**config.mk**
```make
export PLATFORM = sky130hd
export DESIGN_NAME = ch9329_hid_transmitter
export DESIGN_NICKNAME = d
export VERILOG_FILES = /design/src/rtl/ch9329_pkg.sv /design/src/rtl/ch9329_hid_transmitter_uart_tx_byte.sv /design/src/rtl/ch9329_hid_transmitter.sv
export SDC_FILE = /design/constraint.sdc
export NUM_CORES = 1
export LEC_CHECK = 0
export CORE_UTILIZATION = 30
export DETAILED_ROUTE_END_ITERATION = 8
export PLACE_DENSITY = 0.57
export SETUP_SLACK_MARGIN = 0.02
export SLEW_MARGIN = 10
export SYNTH_ARGS = -nofsm -noshare
export SYNTH_HDL_FRONTEND = slang
export SYNTH_SLANG_ARGS = --single-unit
```
**constraint.sdc**
```tcl
create_clock -name clk -period 3.7 [get_ports clk]
set_input_delay 0.74 -clock clk [delete_from_list [all_inputs] [get_ports clk]]
set_output_delay 0.74 -clock clk [all_outputs]
set_load 0.02 [all_outputs]
```
**src/rtl/ch9329_pkg.sv**
```systemverilog
// Shared constants for the CH9329 serial link (transmitter and receiver).
// Holds the frame header bytes, the keyboard-general command, the frame
// length, the transmitter state encoding and the frame byte selector.
package ch9329_pkg;

  localparam logic [7:0] CH_HDR0        = 8'h57;
  localparam logic [7:0] CH_HDR1        = 8'hAB;
  localparam logic [7:0] CH_ADDR        = 8'h00;
  localparam logic [7:0] CMD_KB_GENERAL = 8'h02;
  localparam logic [7:0] LEN_KB         = 8'h08;
  localparam int         FRAME_BYTES    = 14;

  localparam logic [1:0] S_IDLE   = 2'd0;
  localparam logic [1:0] S_LOAD   = 2'd1;
  localparam logic [1:0] S_SEND   = 2'd2;
  localparam logic [1:0] S_FINISH = 2'd3;

  typedef enum logic [1:0] {
    ST_IDLE   = S_IDLE,
    ST_LOAD   = S_LOAD,
    ST_SEND   = S_SEND,
    ST_FINISH = S_FINISH
  } tx_state_e;

  // Byte idx of a keyboard-general frame. Index 13 returns the running sum,
  // which by then holds all 13 preceding bytes.
  function automatic logic [7:0] frame_byte(input logic [3:0]  idx,
                                            input logic [7:0]  mod,
                                            input logic [47:0] keys,
                                            input logic [7:0]  sum);
    logic [7:0] b;
    case (idx)
      4'd0:    b = CH_HDR0;
      4'd1:    b = CH_HDR1;
      4'd2:    b = CH_ADDR;
      4'd3:    b = CMD_KB_GENERAL;
      4'd4:    b = LEN_KB;
      4'd5:    b = mod;
      4'd6:    b = 8'h00;
      4'd7:    b = keys[7:0];
      4'd8:    b = keys[15:8];
      4'd9:    b = keys[23:16];
      4'd10:   b = keys[31:24];
      4'd11:   b = keys[39:32];
      4'd12:   b = keys[47:40];
      default: b = sum;
    endcase
    return b;
  endfunction

endpackage

```
**src/rtl/ch9329_hid_transmitter_uart_tx_byte.sv**
```systemverilog
// uart_tx_byte: single-byte 8N1 UART sender, LSB first.
// Ports:
//   clk, rst_n  clock, async active-low reset
//   load        accept data when not busy
//   data[7:0]   byte to send
//   tx          serial line, idle high (registered)
//   byte_busy   high while a byte is on the line
//   byte_done   high in the last cycle of the stop bit (combinational), so a
//               caller can load the next byte with at most one idle cycle
module uart_tx_byte #(
  parameter int CLKS_PER_BIT = 1259
) (
  input  logic       clk,
  input  logic       rst_n,
  input  logic       load,
  input  logic [7:0] data,
  output logic       tx,
  output logic       byte_busy,
  output logic       byte_done
);

  localparam int CW = (CLKS_PER_BIT > 1) ? $clog2(CLKS_PER_BIT) : 1;
  localparam logic [CW-1:0] CNT_LAST = CW'(CLKS_PER_BIT - 1);

  logic [CW-1:0] baud_cnt;
  logic [3:0]    bit_cnt;   // 0 start, 1..8 data, 9 stop
  logic [9:0]    shreg;     // {stop, data, start}; shreg[0] is on the line
  logic          bit_end;

  assign bit_end   = (baud_cnt == CNT_LAST);
  assign byte_done = byte_busy && bit_end && (bit_cnt == 4'd9);

  always_ff @(posedge clk or negedge rst_n) begin
    if (!rst_n) begin
      tx        <= 1'b1;
      byte_busy <= 1'b0;
      baud_cnt  <= '0;
      bit_cnt   <= '0;
      shreg     <= '1;
    end else if (!byte_busy) begin
      if (load) begin
        shreg     <= {1'b1, data, 1'b0};
        tx        <= 1'b0;
        byte_busy <= 1'b1;
        baud_cnt  <= '0;
        bit_cnt   <= '0;
      end
    end else if (bit_end) begin
      baud_cnt <= '0;
      if (bit_cnt == 4'd9) begin
        byte_busy <= 1'b0;
        tx        <= 1'b1;
        bit_cnt   <= '0;
      end else begin
        bit_cnt <= bit_cnt + 4'd1;
        shreg   <= {1'b1, shreg[9:1]};
        tx      <= shreg[1];
      end
    end else begin
      baud_cnt <= baud_cnt + 1'b1;
    end
  end

endmodule

```
**src/rtl/ch9329_hid_transmitter.sv**
```systemverilog
// ch9329_hid_transmitter: builds and sends a CH9329 keyboard-general frame
// (57 AB 00 02 08 mod 00 k0..k5 SUM) over 8N1 UART.
// Ports:
//   clk, rst_n   clock, async active-low reset
//   start        one-cycle request, honoured only when idle
//   modifier     HID modifier byte
//   keycodes     six HID usages, key0 = [7:0]
//   busy         high from accept until the frame ends
//   done         one-cycle pulse as the final stop bit completes
//   tx           UART line to CH9329 RX, idle high
module ch9329_hid_transmitter
  import ch9329_pkg::*;
#(
  parameter int SYS_FREQ = 12_090_000,
  parameter int BAUD     = 9600
) (
  input  logic        clk,
  input  logic        rst_n,
  input  logic        start,
  input  logic [7:0]  modifier,
  input  logic [47:0] keycodes,
  output logic        busy,
  output logic        done,
  output logic        tx
);

  localparam int         CLKS_PER_BIT = SYS_FREQ / BAUD;
  localparam logic [3:0] LAST_IDX     = 4'(FRAME_BYTES - 1);

  tx_state_e   state;
  logic [3:0]  idx;
  logic [7:0]  mod_q;
  logic [47:0] keys_q;
  logic [7:0]  sum;
  logic [7:0]  cur_byte;
  logic        load;
  logic        byte_busy;
  logic        byte_done;

  assign cur_byte = frame_byte(idx, mod_q, keys_q, sum);
  // Load straight out of LOAD so the next start bit follows the previous
  // stop bit with a single idle cycle.
  assign load = (state == ST_LOAD) && !byte_busy;

  always_ff @(posedge clk or negedge rst_n) begin
    if (!rst_n) begin
      state  <= ST_IDLE;
      idx    <= '0;
      mod_q  <= '0;
      keys_q <= '0;
      sum    <= '0;
      busy   <= 1'b0;
      done   <= 1'b0;
    end else begin
      case (state)
        ST_IDLE: begin
          done <= 1'b0;
          if (start) begin
            mod_q  <= modifier;
            keys_q <= keycodes;
            idx    <= '0;
            sum    <= '0;
            busy   <= 1'b1;
            state  <= ST_LOAD;
          end
        end
        ST_LOAD: begin
          if (!byte_busy) begin
            if (idx != LAST_IDX) sum <= sum + cur_byte;
            state <= ST_SEND;
          end
        end
        ST_SEND: begin
          if (byte_done) begin
            if (idx == LAST_IDX) begin
              done  <= 1'b1;
              busy  <= 1'b0;
              state <= ST_FINISH;
            end else begin
              idx   <= idx + 4'd1;
              state <= ST_LOAD;
            end
          end
        end
        ST_FINISH: begin
          done  <= 1'b0;
          state <= ST_IDLE;
        end
        default: state <= ST_IDLE;
      endcase
    end
  end

  uart_tx_byte #(.CLKS_PER_BIT(CLKS_PER_BIT)) u_uart (
    .clk       (clk),
    .rst_n     (rst_n),
    .load      (load),
    .data      (cur_byte),
    .tx        (tx),
    .byte_busy (byte_busy),
    .byte_done (byte_done)
  );

endmodule

```
# Word-level counts from Yosys, hierarchy flattened
# Index checks and enable logic that the tools add are counted.
# op_classes
n_lt_le_gt_ge,0
reduce_logical,20
bitwise_logic,0
eq_ne,27
mux,40
addsub,4
mul,0
div,0
shifts,0
# ops
cell,count
$pmux 8 s12,1
$mux 10,4
$mux 11,3
$eq 4x4->1 const B,7
$mux 4,7
$mux 8,3
$eq 4x3->1 const B,4
$pmux 8 s2,1
$ne 2x2->1 const B,7
$mux 1,13
$reduce_and 4->1,3
$add 11x1->11 const B,1
$eq 11x11->1 const B,1
$reduce_and 3->1,3
$add 4x1->4 const B,2
$add 8x8->8,1
$eq 4x2->1 const B,2
$mux 2,4
$pmux 2 s4,1
$pmux 4 s2,1
$reduce_bool 2->1,4
$eq 2x2->1 const B,2
$eq 4x1->1 const B,1
$logic_not 4->1,1
other kinds (9),14
# totals
latch_bits,0
regBits,99
n_memories,0
mem_bits_ro,0
mem_bits_rw,0
output_inout_bits,3
wordCells,103

# Depth between registers and ports, before layout
# Gate-level depths: netlist of the first run.
# logic_depth
word_depth,7
mapped_depth,17
ltp_nobuf,15

# Cells and area by module
# Synthesis of the first run repeated with hierarchy kept, for this count alone.
# unflattened
cells_unflattened,460
hier_area_um2,5079.9
# modules_own_cells
module,n_inst,cells_each,area_per_inst_um2,seq_area_each_um2
ch9329_hid_transmitter,1,336,3737.3,1801.7
uart_tx_byte,1,124,1342.5,636.9

# Least setup slack after synthesis of the first run
# Ideal clock, no wire load.
# synth_timing
path_kind,register to register
from,register idx[0]
to,register sum[6]
stages_incl_launch_ff,18
path_slack_ps,416
synth_period_minus_slack_ps,3284
arrival_time_ps,3163
required_ps,3578
path_cell_list,dfrtp_1 > inv_1 > ha_1 > buf_2 > or3_1 > a21oi_1 > buf_2 > nor2b_1 > nor2_1 > ha_1 > inv_1 > fa_1 > nor2b_1 > o21ai_1 > a21boi_1 > o21a_1 > or3_1 > a32o_1
# synth_between
elab_chain_len,7
word_cells_on_any_way,22
classes_between,1 x add/sub; 14 x eq/ne; 4 x mux; 3 x reduce/logical
# synth_lines
item,line_no,rtl
"start, declared",ch9329_hid_transmitter.sv:31,logic [3:0] idx;
"start signal, assigned",ch9329_hid_transmitter.sv:80,idx <= idx + 4'd1;
$eq 4x3->1 or $eq 4x2->1 (tied branches),ch9329_pkg.sv:32,case (idx)
$reduce_or 2->1 (no source line),n/a,
$pmux 8 s12,ch9329_pkg.sv:32,
$add 8x8->8,ch9329_hid_transmitter.sv:69,if (idx != LAST_IDX) sum <= sum + cur_byte;
$mux 8,ch9329_hid_transmitter.sv:69,
$mux 8,ch9329_hid_transmitter.sv:68,if (!byte_busy) begin
$pmux 8 s2,ch9329_hid_transmitter.sv:55,case (state)
"end signal, assigned",ch9329_hid_transmitter.sv:69,
"end, declared",ch9329_hid_transmitter.sv:34,logic [7:0] sum;
# Parallel ways exist; a longest one is shown, timed or not. The select of a mux whose other input is x is not followed.
# A chain may end at the register's enable or synchronous reset.

# Final worst setup path of the first run
# layout_timing
from,register idx[0]
to,register sum[7]
# The elaborated chain is that of the path after synthesis.

==> reports/qor.yml, run 1 <==
clock_tree:
  cts_tree: "done"
  htree_levels: 3
  cts.path.max_buffers: 2
  clockRootBuffer: "clkbuf_16"
  cts_buffers: 9
  clock_sinks: 97
  ctsHoldBuffers: 0
  clkLatencyLatePin_ns: 0.35
  ctsResizeCount: 0
  post-cts-setup-buffer-count: 0
  clk_pin_slew_ns: 0.07
synthesis:
  synth.most_common_cell: "dfrtp_1"
  synthAdderAreaFrac_pct: 4.830
  synthArstFlopShare_pct: 100.0
  synth.area.mux_share_pct: 14.27
  syn_inst: 472
  syn-cell-area_mm2: 0.005077
  synth-edff-count: 0
  yosysUniqueCellTypes: 60
  synth_nets: 550
  synthTopCellsByArea: "dfrtp_1 43%, mux2_2 13%, dfstp_2 4.7%, ha_1 4.4%, o21ai_0 3.4%"
  yosysTopAreaCellShare_pct: 43.37
  synth_compound_area_share_pct: 16.90
  synthSimpleGateAreaFrac_pct: 11.53
  synth_top_family_by_area: "compound AO/OA/AOI/OAI gates"
  ys_seq_area_share_pct: 48.03
  yosys_most_used_dff: "dfrtp_1"
  synth_common_cells: "88 x dfrtp_1, 58 x mux2_2, 45 x nand2_1"
  postSynthAreaPerCell_um2: 10.76
  synth_xor_xnor_area_share_pct: 0.6900
  ys_warn_count: 0
  synthDominantAreaCellType: "dfrtp_1"
  ys_ff_latch: 97
critical_path:
  cpMostUsedCell: "ha_1"
  cpLargestDelayFamily: "compound AO/OA/AOI/OAI gates"
  endpoint: "sum[7]"
  slowest_delay_ns: 0.43
  worstSetupPathType: "reg2reg"
  worstSetupStartpointType: "flop"
  worstPathCellList: "inv_1, ha_1, buf_4, a222oi_1, nand2b_1, a21oi_1, a221o_1, ha_1, nand3_1, o211ai_1, o41ai_1, or3_1, a32o_1"
  worstPathMaxFanout: 11
  crit_cells: 13
  r2r_start: "idx[0]"
  end_kind: "flop"
  crit_buf_inv: 2
  r2r_slack_ns: 0.24
  slowest_stage: "dfrtp_1"
  r2r-end: "sum[7]"
  cp-startpoint: "idx[0]"
  worstPathRequired_ns: 3.94
  reg2regPathDepth: 13
  cp.arrival_ns: 3.70
sta:
  finClkSkew_ns: 0.008254
  period_share_pct: 93.46
  slew_headroom_pct: 38.41
  whs_ns: 0.4077
  maxSlewViolCount: 0
  worstMarginPinSlew_ns: 0.9204
  fin_crit_ns: 3.458
  hold_viol_final: 0
  clock.fmax_ghz: 0.2892
  tns_ns: 0
  setup_viol: 0
  rsz0062_at_grt: "false"
routing:
  ant_nets: 0
  post-route-drc-count: 0
  first_iter_violations: 221
  drt_wl_total_um: 11860
  routedWlPerCell_um: 15.71
  drt-vias-per-instance: 5.053
  drtPass1Iterations: 4
  vias: 3815
die:
  die_height_um: 132.1
  die_area_mm2: 0.01745
  coreArea_mm2: 0.01652
  rows: 47
  start_util_pct: 30.73
  ioPinCount: 62
  fp.dieW_um: 132.1
global_route:
  grt_pass1_wl_um: 19620
  grt_use_total_pct: 14.23
  antenna_found_initial: 0
  grt-ovfl-total: 0
  first_global_vias: 3873
  grt_max_degree: 50
final_layout:
  n_antenna_cell: 0
  fin_nets: 608
  num-fill-cells: 1588
  drive_above_1_share_pct: 20.00
  syn_to_final_growth_pct: 22.97
pwr:
  p_per_area_mw_per_mm2: 336.0
  p_leak_nw: 2.807
  max-vdd-ir-drop_uv: 255.0
status:
  outcome: "complete, no violations"
worst_hold_path:
  hold_class: "in2async"
placement:
  routabilityCongestion: 0.8787
  hpwl_um: 8773
  portBuffers: 61
job:
  drv_cap: 0
[cell type report]
| cell class | instances | area (um^2) | share of cell area, % |
|---|---|---|---|
| flip-flops and latches | 97 | 2439 | 39.06 |
| well taps | 220 | 275.3 | 4.409 |
| multi-input cells | 332 | 2451 | 39.26 |
| repair buffers | 74 | 718.2 | 11.50 |
| clock buffers | 9 | 225.2 | 3.607 |
| inverters | 16 | 60.06 | 0.9619 |
| clock inverters | 7 | 75.07 | 1.202 |
[cell families (layout without fill, tap and decap cells)]
group	count (synthesis)	after routing
flip-flops	97	97
multiplexers	65	65
AND/OR/NAND/NOR	114	114
adder cells (fa/ha/maj)	19	19
AO/OA/AOI/OAI	130	130
buffers and inverters	43	106
XOR/XNOR	4	4
[worst min-delay path by stage]
stage                         start  slack (ns)            endpoint
finish                        rst_n        0.41  u_uart.baud_cnt[6]
global route                  rst_n        0.46  u_uart.baud_cnt[6]
CTS                           rst_n        0.44  u_uart.baud_cnt[6]
detailed placement  u_uart.shreg[8]        0.46     u_uart.shreg[8]
global placement    u_uart.shreg[8]        0.45     u_uart.shreg[8]
floorplan                     rst_n        0.44                busy
[per-stage QoR]
step	power, W	util, %	setup slack (ns)	instance area (um^2)	cells
floorplan	0.001098	-	0.4156	5077	472
global route	0.002177	37.78	0.04432	6243	755
finish	0.002098	37.78	0.2420	6243	755
detailed placement	0.001190	35.97	0.2626	5943	739
CTS	0.002135	37.78	0.2702	6243	755
global placement	0.001189	35.97	0.4058	5943	739
[cell usage in the layout, fill, tap and decap left out, types with 5 or more instances in the layout]
cell type	count
clkdlybuf4s50_1	60
clkbuf_16	9
dfstp_2	9
nor3_1	5
and3_1	5
a21o_1	5
a22oi_1	8
ha_1	18
inv_1	16
o21ai_0	35
mux2i_1	6
buf_4	13
mux2_2	58
a21oi_1	14
nand2b_1	7
o21ai_1	21
dfrtp_1	88
nand2_1	44
nor2_1	15
a22o_1	14
nand3_1	14
[routing by layer]
metal	global-route usage, %	wire length, um
met5	0	0
met4	4.845	266
met3	3.614	490
met2	22.40	5382
met1	19.00	5724
[report_power, final]
group / internal [W] / leakage (nW) / switching [W]
clock: 0.000476 / 0.147 / 0.000455
sequential: 0.00106 / 1.31 / 0.00000252
combinational: 0.0000624 / 1.35 / 0.0000406
total: 0.00160 / 2.81 / 0.000498
[sequential cells by signal, summed over array words and instances (netlist names), 2 cells and up]
register,count
u_uart.shreg,8
u_uart.bit_cnt,4
u_uart.baud_cnt,11
mod_q,8
state,2
keys_q,48
idx,4
sum,8
Power figures use the tool's default switching activity.
==> inputs of run 2 (changes only) <==
--- a/config.mk
+++ b/config.mk
@@ -8,8 +8,10 @@
 export CORE_UTILIZATION = 30
 export DETAILED_ROUTE_END_ITERATION = 8
 export PLACE_DENSITY = 0.57
+export RECOVER_POWER = 100
 export SETUP_SLACK_MARGIN = 0.02
 export SLEW_MARGIN = 10
 export SYNTH_ARGS = -nofsm -noshare
 export SYNTH_HDL_FRONTEND = slang
+export SYNTH_HIERARCHICAL = 1
 export SYNTH_SLANG_ARGS = --single-unit
==> constraint.sdc (replaced) <==
create_clock -name clk -period 4.1 [get_ports clk]
set_input_delay 0.82 -clock clk [delete_from_list [all_inputs] [get_ports clk]]
set_output_delay 0.82 -clock clk [all_outputs]
set_load 0.02 [all_outputs]
==> reports/qor.yml, run 2 <==
status:
  outcome: "finished, violations left"  # was complete, no violations
  failed_checks: "max-capacitance violations, max-slew violations"
final_layout:
  fin_nets: 593  # was 608
  final_cell_mix: "88 x dfrtp_1, 71 x mux2_2, 56 x clkdlybuf4s50_1"  # was 88 x dfrtp_1, 60 x clkdlybuf4s50_1, 58 x mux2_2
  syn_to_final_growth_pct: 22.17  # was 22.97%
  n_antenna_cell: 0  # unchanged
  drive_above_1_share_pct: 20.81  # was 20.00%
  top_register: "keys_q"  # unchanged
  final_common_cell: "dfrtp_1"  # unchanged
  top_regs: "keys_q x48, u_uart/baud_cnt x11"  # was keys_q x48, u_uart.baud_cnt x11
  largest_reg_flops: 48  # unchanged
  fin_util_pct: 37.42  # was 37.78%
critical_path:
  cp.arrival_ns: 3.97  # was 3.70 ns
  worstSetupPathType: "reg2reg"  # unchanged
  cp-startpoint: "idx[1]"  # was idx[0]
  worstSetupStartpointType: "flop"  # unchanged
  cpLargestDelayFamily: "adder cells"  # was compound AO/OA/AOI/OAI gates
  endpoint: "sum[6]"  # was sum[7]
  worstPathCellList: "inv_1, ha_1, nor3_1, a21oi_1, or2_2, nor2_1, a21oi_1, ha_1, inv_1, fa_1, nor2b_1, o21ai_0, a21boi_0, o21a_1, o21ai_0, a32o_1"  # was inv_1, ha_1, buf_4, a222oi_1, nand2b_1, a21oi_1, a221o_1, ha_1, nand3_1, o211ai_1, o41ai_1, or3_1, a32o_1
  r2r_slack_ns: 0.37  # was 0.24 ns
  worstPathRequired_ns: 4.34  # was 3.94 ns
  reg2regPathDepth: 16  # was 13
  slowest_delay_ns: 0.58  # was 0.43 ns
  crit_buf_inv: 2  # unchanged
  crit_cells: 16  # was 13
  r2r-end: "sum[6]"  # was sum[7]
  end_kind: "flop"  # unchanged
  worstPathMaxFanout: 19  # was 11
  r2r_start: "idx[1]"  # was idx[0]
  slowest_stage: "ha_1"  # was dfrtp_1
sta:
  fin_crit_ns: 3.734  # was 3.458 ns
  hold_viol_final: 0  # unchanged
  whs_ns: 0.4666  # was 0.4077 ns
  finClkSkew_ns: 0.006140  # was 0.008254 ns
  setup_viol: 0  # unchanged
  clock.fmax_ghz: 0.2678  # was 0.2892 GHz
  maxSlewViolCount: 76  # was 0
  slew_headroom_pct: -22.63  # was 38.41%
  tns_ns: 0  # unchanged
  period_share_pct: 91.06  # was 93.46%
  rsz0062_at_grt: "false"  # unchanged
  worstMarginPinSlew_ns: 1.839  # was 0.9204 ns
synthesis:
  ys_warn_count: 6  # was 0
  yosysUniqueCellTypes: 62  # was 60
  synth_nets: 538  # was 550
  yosysTopAreaCellShare_pct: 43.35  # was 43.37%
  postSynthAreaPerCell_um2: 11.04  # was 10.76 um^2
  synthDominantAreaCellType: "dfrtp_1"  # unchanged
  ys_ff_latch: 97  # unchanged
  yosys_most_used_dff: "dfrtp_1"  # unchanged
  ys_seq_area_share_pct: 48.00  # was 48.03%
  syn-cell-area_mm2: 0.005080  # was 0.005077 mm^2
  synth_common_cells: "88 x dfrtp_1, 71 x mux2_2, 28 x nor2_1"  # was 88 x dfrtp_1, 58 x mux2_2, 45 x nand2_1
  synth.most_common_cell: "dfrtp_1"  # unchanged
  syn_inst: 460  # was 472
  synthTopCellsByArea: "dfrtp_1 43%, mux2_2 16%, dfstp_2 4.7%, ha_1 4.4%, a21oi_1 2.5%"  # was dfrtp_1 43%, mux2_2 13%, dfstp_2 4.7%, ha_1 4.4%, o21ai_0 3.4%
  synthArstFlopShare_pct: 100.0  # unchanged
  synth-edff-count: 0  # unchanged
clock_tree:
  clockRootBuffer: "clkbuf_16"  # unchanged
  ctsHoldBuffers: 0  # unchanged
  cts_tree: "done"  # unchanged
  clock_sinks: 97  # unchanged
  post-cts-setup-buffer-count: 0  # unchanged
  clk_pin_slew_ns: 0.06  # was 0.07 ns
  htree_levels: 3  # unchanged
  cts.path.max_buffers: 2  # unchanged
  cts_buffers: 9  # unchanged
  clkLatencyLatePin_ns: 0.35  # about the same
  ctsResizeCount: 0  # unchanged
pwr:
  p_sw_w: 0.001762  # was 0.0004978 W
  internal_power_w: 0.003026  # was 0.001600 W
  max-vdd-ir-drop_uv: 279.4  # was 255.0 uV
  swShare_pct: 36.79  # was 23.72%
  power_w: 0.004788  # was 0.002098 W
  p_seq_share_pct: 36.1  # was 50.7%
  clkPwrFrac_pct: 19.8  # was 44.4%
  p_leak_nw: 2.592  # was 2.807 nW
  p_per_area_mw_per_mm2: 771.5  # was 336.0 mW/mm^2
  comb_power_share_pct: 44.0  # was 4.9%
routing:
  first_iter_violations: 256  # was 221
  drt-vias-per-instance: 5.024  # was 5.053
  routedWlPerCell_um: 15.96  # was 15.71 um
  ant_nets: 0  # unchanged
  drt_wl_total_um: 11800  # was 11860 um
  drtPass1Iterations: 4  # unchanged
  vias: 3713  # was 3815
  post-route-drc-count: 0  # unchanged
die:
  rows: 47  # unchanged
  coreArea_mm2: 0.01658  # was 0.01652 mm^2
  fp.dieW_um: 132.1  # about the same
  ioPinCount: 62  # unchanged
  die_area_mm2: 0.01746  # was 0.01745 mm^2
  start_util_pct: 30.63  # was 30.73%
  die_height_um: 132.1  # about the same
global_route:
  grt_use_total_pct: 14.23  # about the same
  grt_max_degree: 76  # was 50
  grt_pass1_wl_um: 19540  # was 19620 um
  first_global_vias: 3703  # was 3873
  antenna_found_initial: 0  # unchanged
  grt-ovfl-total: 0  # unchanged
placement:
  portBuffers: 61  # unchanged
  routabilityCongestion: 0.8332  # was 0.8787
  hpwl_um: 8574  # was 8773 um
worst_hold_path:
  min_path_cells: 2
  hold_class: "reg2reg"  # was in2async
job:
  drv_cap: 1  # was 0
## run 2: cells by family after synthesis
group	after synthesis	share of synthesized area, %
AO/OA/AOI/OAI	112	15.17
AND/OR/NAND/NOR	109	10.96
flip-flops	97	48.00
multiplexers	72	15.94
buffers and inverters	42	3.547
adder cells (fa/ha/maj)	19	4.828
XOR/XNOR	9	1.552
## run 2: metrics by stage
step           worst slack (ns)  std cells  cell area (um^2)
2_1_floorplan            0.6726        460              5080
3_3_place_gp             0.6070        724              5898
3_5_place_dp             0.4390        724              5898
4_1_cts                  0.4114        739              6231
5_1_grt                  0.1067        739              6206
6_report                 0.3664        739              6206
## run 2: final cells by class
cell class	instances	area, um^2
clock buffer	9	225.2
clock inverter	6	107.6
fill	1624	10380
inverter	20	75.07
multi-input combinational	321	2451
sequential	97	2439
tap	220	275.3
timing repair buffer	66	633.1
## run 2: worst min-delay path by stage
stage / start / end / slack, ns
after global routing: u_uart/shreg[8] / u_uart/shreg[8] / 0.49
after CTS: u_uart/shreg[8] / u_uart/shreg[8] / 0.47
final: u_uart/shreg[8] / u_uart/shreg[8] / 0.47
after floorplan: u_uart/shreg[8] / u_uart/shreg[8] / 0.44
after detailed placement: u_uart/shreg[8] / u_uart/shreg[8] / 0.46
after global placement: u_uart/shreg[8] / u_uart/shreg[8] / 0.45
## run 2: worst min-delay path: stages, from the launching register on
cell and delay (ns):
dfstp_2 0.37, inv_1 0.04, a21oi_1 0.05
## run 2: metal layers
metal  routed length [um]  vias to the layer above  track usage (%)
met5                    0                        -                0
met4                  170                        0            4.716
met3                  455                       12            3.537
met2                 5721                       54            23.05
met1                 5447                     1853            18.56
li1                     -                     1794                -
## run 2: power by group through the flow
stage                     logic, W  registers (W)  clock network, W
after floorplan            0.00169        0.00159                 0
after global placement     0.00204        0.00175                 0
after detailed placement   0.00211        0.00174                 0
after CTS                  0.00213        0.00173          0.000980
after global routing       0.00237        0.00178           0.00101
final                      0.00211        0.00173          0.000950
==> inputs of run 3 (changes only) <==
--- a/config.mk
+++ b/config.mk
@@ -5,6 +5,7 @@
 export SDC_FILE = /design/constraint.sdc
 export NUM_CORES = 1
 export LEC_CHECK = 0
+export CORE_MARGIN = 10
 export CORE_UTILIZATION = 30
 export DETAILED_ROUTE_END_ITERATION = 8
 export PLACE_DENSITY = 0.57
==> reports/qor.yml, run 3 (synthesized netlist as in run 2, its figures left out) <==
final_layout:
  final_common_cell: "dfrtp_1"  # unchanged
  syn_to_final_growth_pct: 21.50  # was 22.17%
  fin_util_pct: 37.22  # was 37.42%
  drive_above_1_share_pct: 20.58  # was 20.81%
  final_cell_mix: "88 x dfrtp_1, 70 x mux2_2, 56 x clkdlybuf4s50_1"  # was 88 x dfrtp_1, 71 x mux2_2, 56 x clkdlybuf4s50_1
  largest_reg_flops: 48  # unchanged
  n_antenna_cell: 0  # unchanged
  top_register: "keys_q"  # unchanged
  fin_nets: 594  # was 593
  top_regs: "keys_q x48, u_uart/baud_cnt x11"  # unchanged
worst_hold_path:
  hold_class: "reg2reg"  # unchanged
critical_path:
  cp.arrival_ns: 3.91  # was 3.97 ns
  end_kind: "flop"  # unchanged
  worstPathCellList: "inv_1, and3_1, a211oi_1, a21oi_1, ha_1, nor2b_1, o21ai_0, a21boi_0, o21a_1, or3_1, a32o_1"  # was inv_1, ha_1, nor3_1, a21oi_1, or2_2, nor2_1, a21oi_1, ha_1, inv_1, fa_1, nor2b_1, o21ai_0, a21boi_0, o21a_1, o21ai_0, a32o_1
  r2r_slack_ns: 0.43  # was 0.37 ns
  slowest_stage: "dfrtp_1"  # was ha_1
  worstPathRequired_ns: 4.33  # was 4.34 ns
  worstSetupStartpointType: "flop"  # unchanged
  worstPathMaxFanout: 25  # was 19
  slowest_delay_ns: 0.82  # was 0.58 ns
  worstSetupPathType: "reg2reg"  # unchanged
sta:
  fin_ws_ns: 0.4263  # was 0.3664 ns
  hold_viol_final: 0  # unchanged
  slew_headroom_pct: -2.627  # was -22.63%
  setup_viol: 0  # unchanged
  maxSlewViolCount: 68  # was 76
  worstMarginPinSlew_ns: 1.539  # was 1.839 ns
  period_share_pct: 89.60  # was 91.06%
  whs_ns: 0.4748  # was 0.4666 ns
  fin_crit_ns: 3.674  # was 3.734 ns
  finClkSkew_ns: 0.006583  # was 0.006140 ns
  tns_ns: 0  # unchanged
  clock.fmax_ghz: 0.2722  # was 0.2678 GHz
  rsz0062_at_grt: "false"  # unchanged
die:
  start_util_pct: 30.63  # unchanged
  fp.dieW_um: 150.1  # was 132.1 um
  ioPinCount: 62  # unchanged
  die_area_mm2: 0.02254  # was 0.01746 mm^2
  rows: 47  # unchanged
  die_height_um: 150.1  # was 132.1 um
  coreArea_mm2: 0.01658  # unchanged
global_route:
  grt_pass1_wl_um: 20520  # was 19540 um
  grt_use_total_pct: 11.44  # was 14.23%
  first_global_vias: 3914  # was 3703
  antenna_found_initial: 0  # unchanged
  grt_max_degree: 44  # was 76
  grt-ovfl-total: 0  # unchanged
clock_tree:
  ctsHoldBuffers: 0  # unchanged
  clock_sinks: 97  # unchanged
  clkLatencyLatePin_ns: 0.35  # about the same
  cts_buffers: 9  # unchanged
  clk_pin_slew_ns: 0.06  # about the same
  cts_tree: "done"  # unchanged
  cts.path.max_buffers: 2  # unchanged
  clockRootBuffer: "clkbuf_16"  # unchanged
  htree_levels: 3  # unchanged
pwr:
  p_leak_nw: 2.563  # was 2.592 nW
  power_w: 0.004697  # was 0.004788 W
  p_per_area_mw_per_mm2: 761.0  # was 771.5 mW/mm^2
  max-vdd-ir-drop_uv: 323.0  # was 279.4 uV
routing:
  post-route-drc-count: 0  # unchanged
  drt-vias-per-instance: 5.076  # was 5.024
  ant_nets: 0  # unchanged
  first_iter_violations: 439  # was 256
  drt_wl_total_um: 12530  # was 11800 um
  routedWlPerCell_um: 16.94  # was 15.96 um
  drtPass1Iterations: 6  # was 4
  vias: 3756  # was 3713
placement:
  dp_slack_ns: 0.3595  # was 0.4390 ns
  hpwl_um: 9408  # was 8574 um
  routabilityCongestion: 0.8515  # was 0.8332
  portBuffers: 61  # unchanged
status:
  outcome: "finished, violations left"  # unchanged
  failed_checks: "max-capacitance violations, max-slew violations"  # unchanged
job:
  drv_cap: 2  # was 1
## run 3: area by class of cell
type                            count  area, um^2
Clock inverter                      4       53.80
Sequential cell                    97        2439
Clock buffer                       11       242.7
Fill cell                        1613       10410
Multi-Input combinational cell    321        2451
Tap cell                          220       275.3
Timing Repair Buffer               67       635.6
Inverter                           20       75.07
## run 3: repair_timing
action,4_1_cts,5_1_grt
endpoints found under the setup margin,0,1
gates resized for setup,0,2
buffers inserted,0,0
## run 3: critical path, delay by kind of cell, from the launching register on
kind	cells	cell delay (ns)
compound gates	6	1.26
fa+ha+maj	1	0.35
buf+inv	1	0.34
simple gates	3	0.77
flops	1	0.82
## run 3: metal layers
layer  global-route usage (%)  up-vias  share of wire [%]
li1                         -     1803                  -
met1                    14.84     1846                 45
met2                    18.31       88                 49
met3                    2.191       19                4.3
met4                    4.762        0                1.9
met5                        0        -                  0
## run 3: stage by stage
stage,area [um^2],instances
6_report,6172,740
5_1_grt,6172,740
4_1_cts,6202,740
3_5_place_dp,5906,725
3_3_place_gp,5906,725
2_1_floorplan,5080,460
## run 3: power by group
group | leakage (nW) | switching, W | total, W | internal [W]
logic | 1.25 | 0.00108 | 0.00212 | 0.00104
registers | 1.17 | 0.000330 | 0.00173 | 0.00140
clock network | 0.138 | 0.000363 | 0.000851 | 0.000487
total | 2.56 | 0.00177 | 0.00470 | 0.00292
## run 3: final timing paths
| kind | from | to | cells past startpoint |
|---|---|---|---|
| min in group asynchronous | rst_n | keys_q[10] | 1 |
| max in group asynchronous | rst_n | keys_q[32] | 2 |
| max | idx[3] | sum[6] | 11 |
| max reg2reg | idx[3] | sum[6] | 11 |
| min | u_uart/shreg[8] | u_uart/shreg[8] | 2 |
| min reg2reg | u_uart/shreg[8] | u_uart/shreg[8] | 2 |
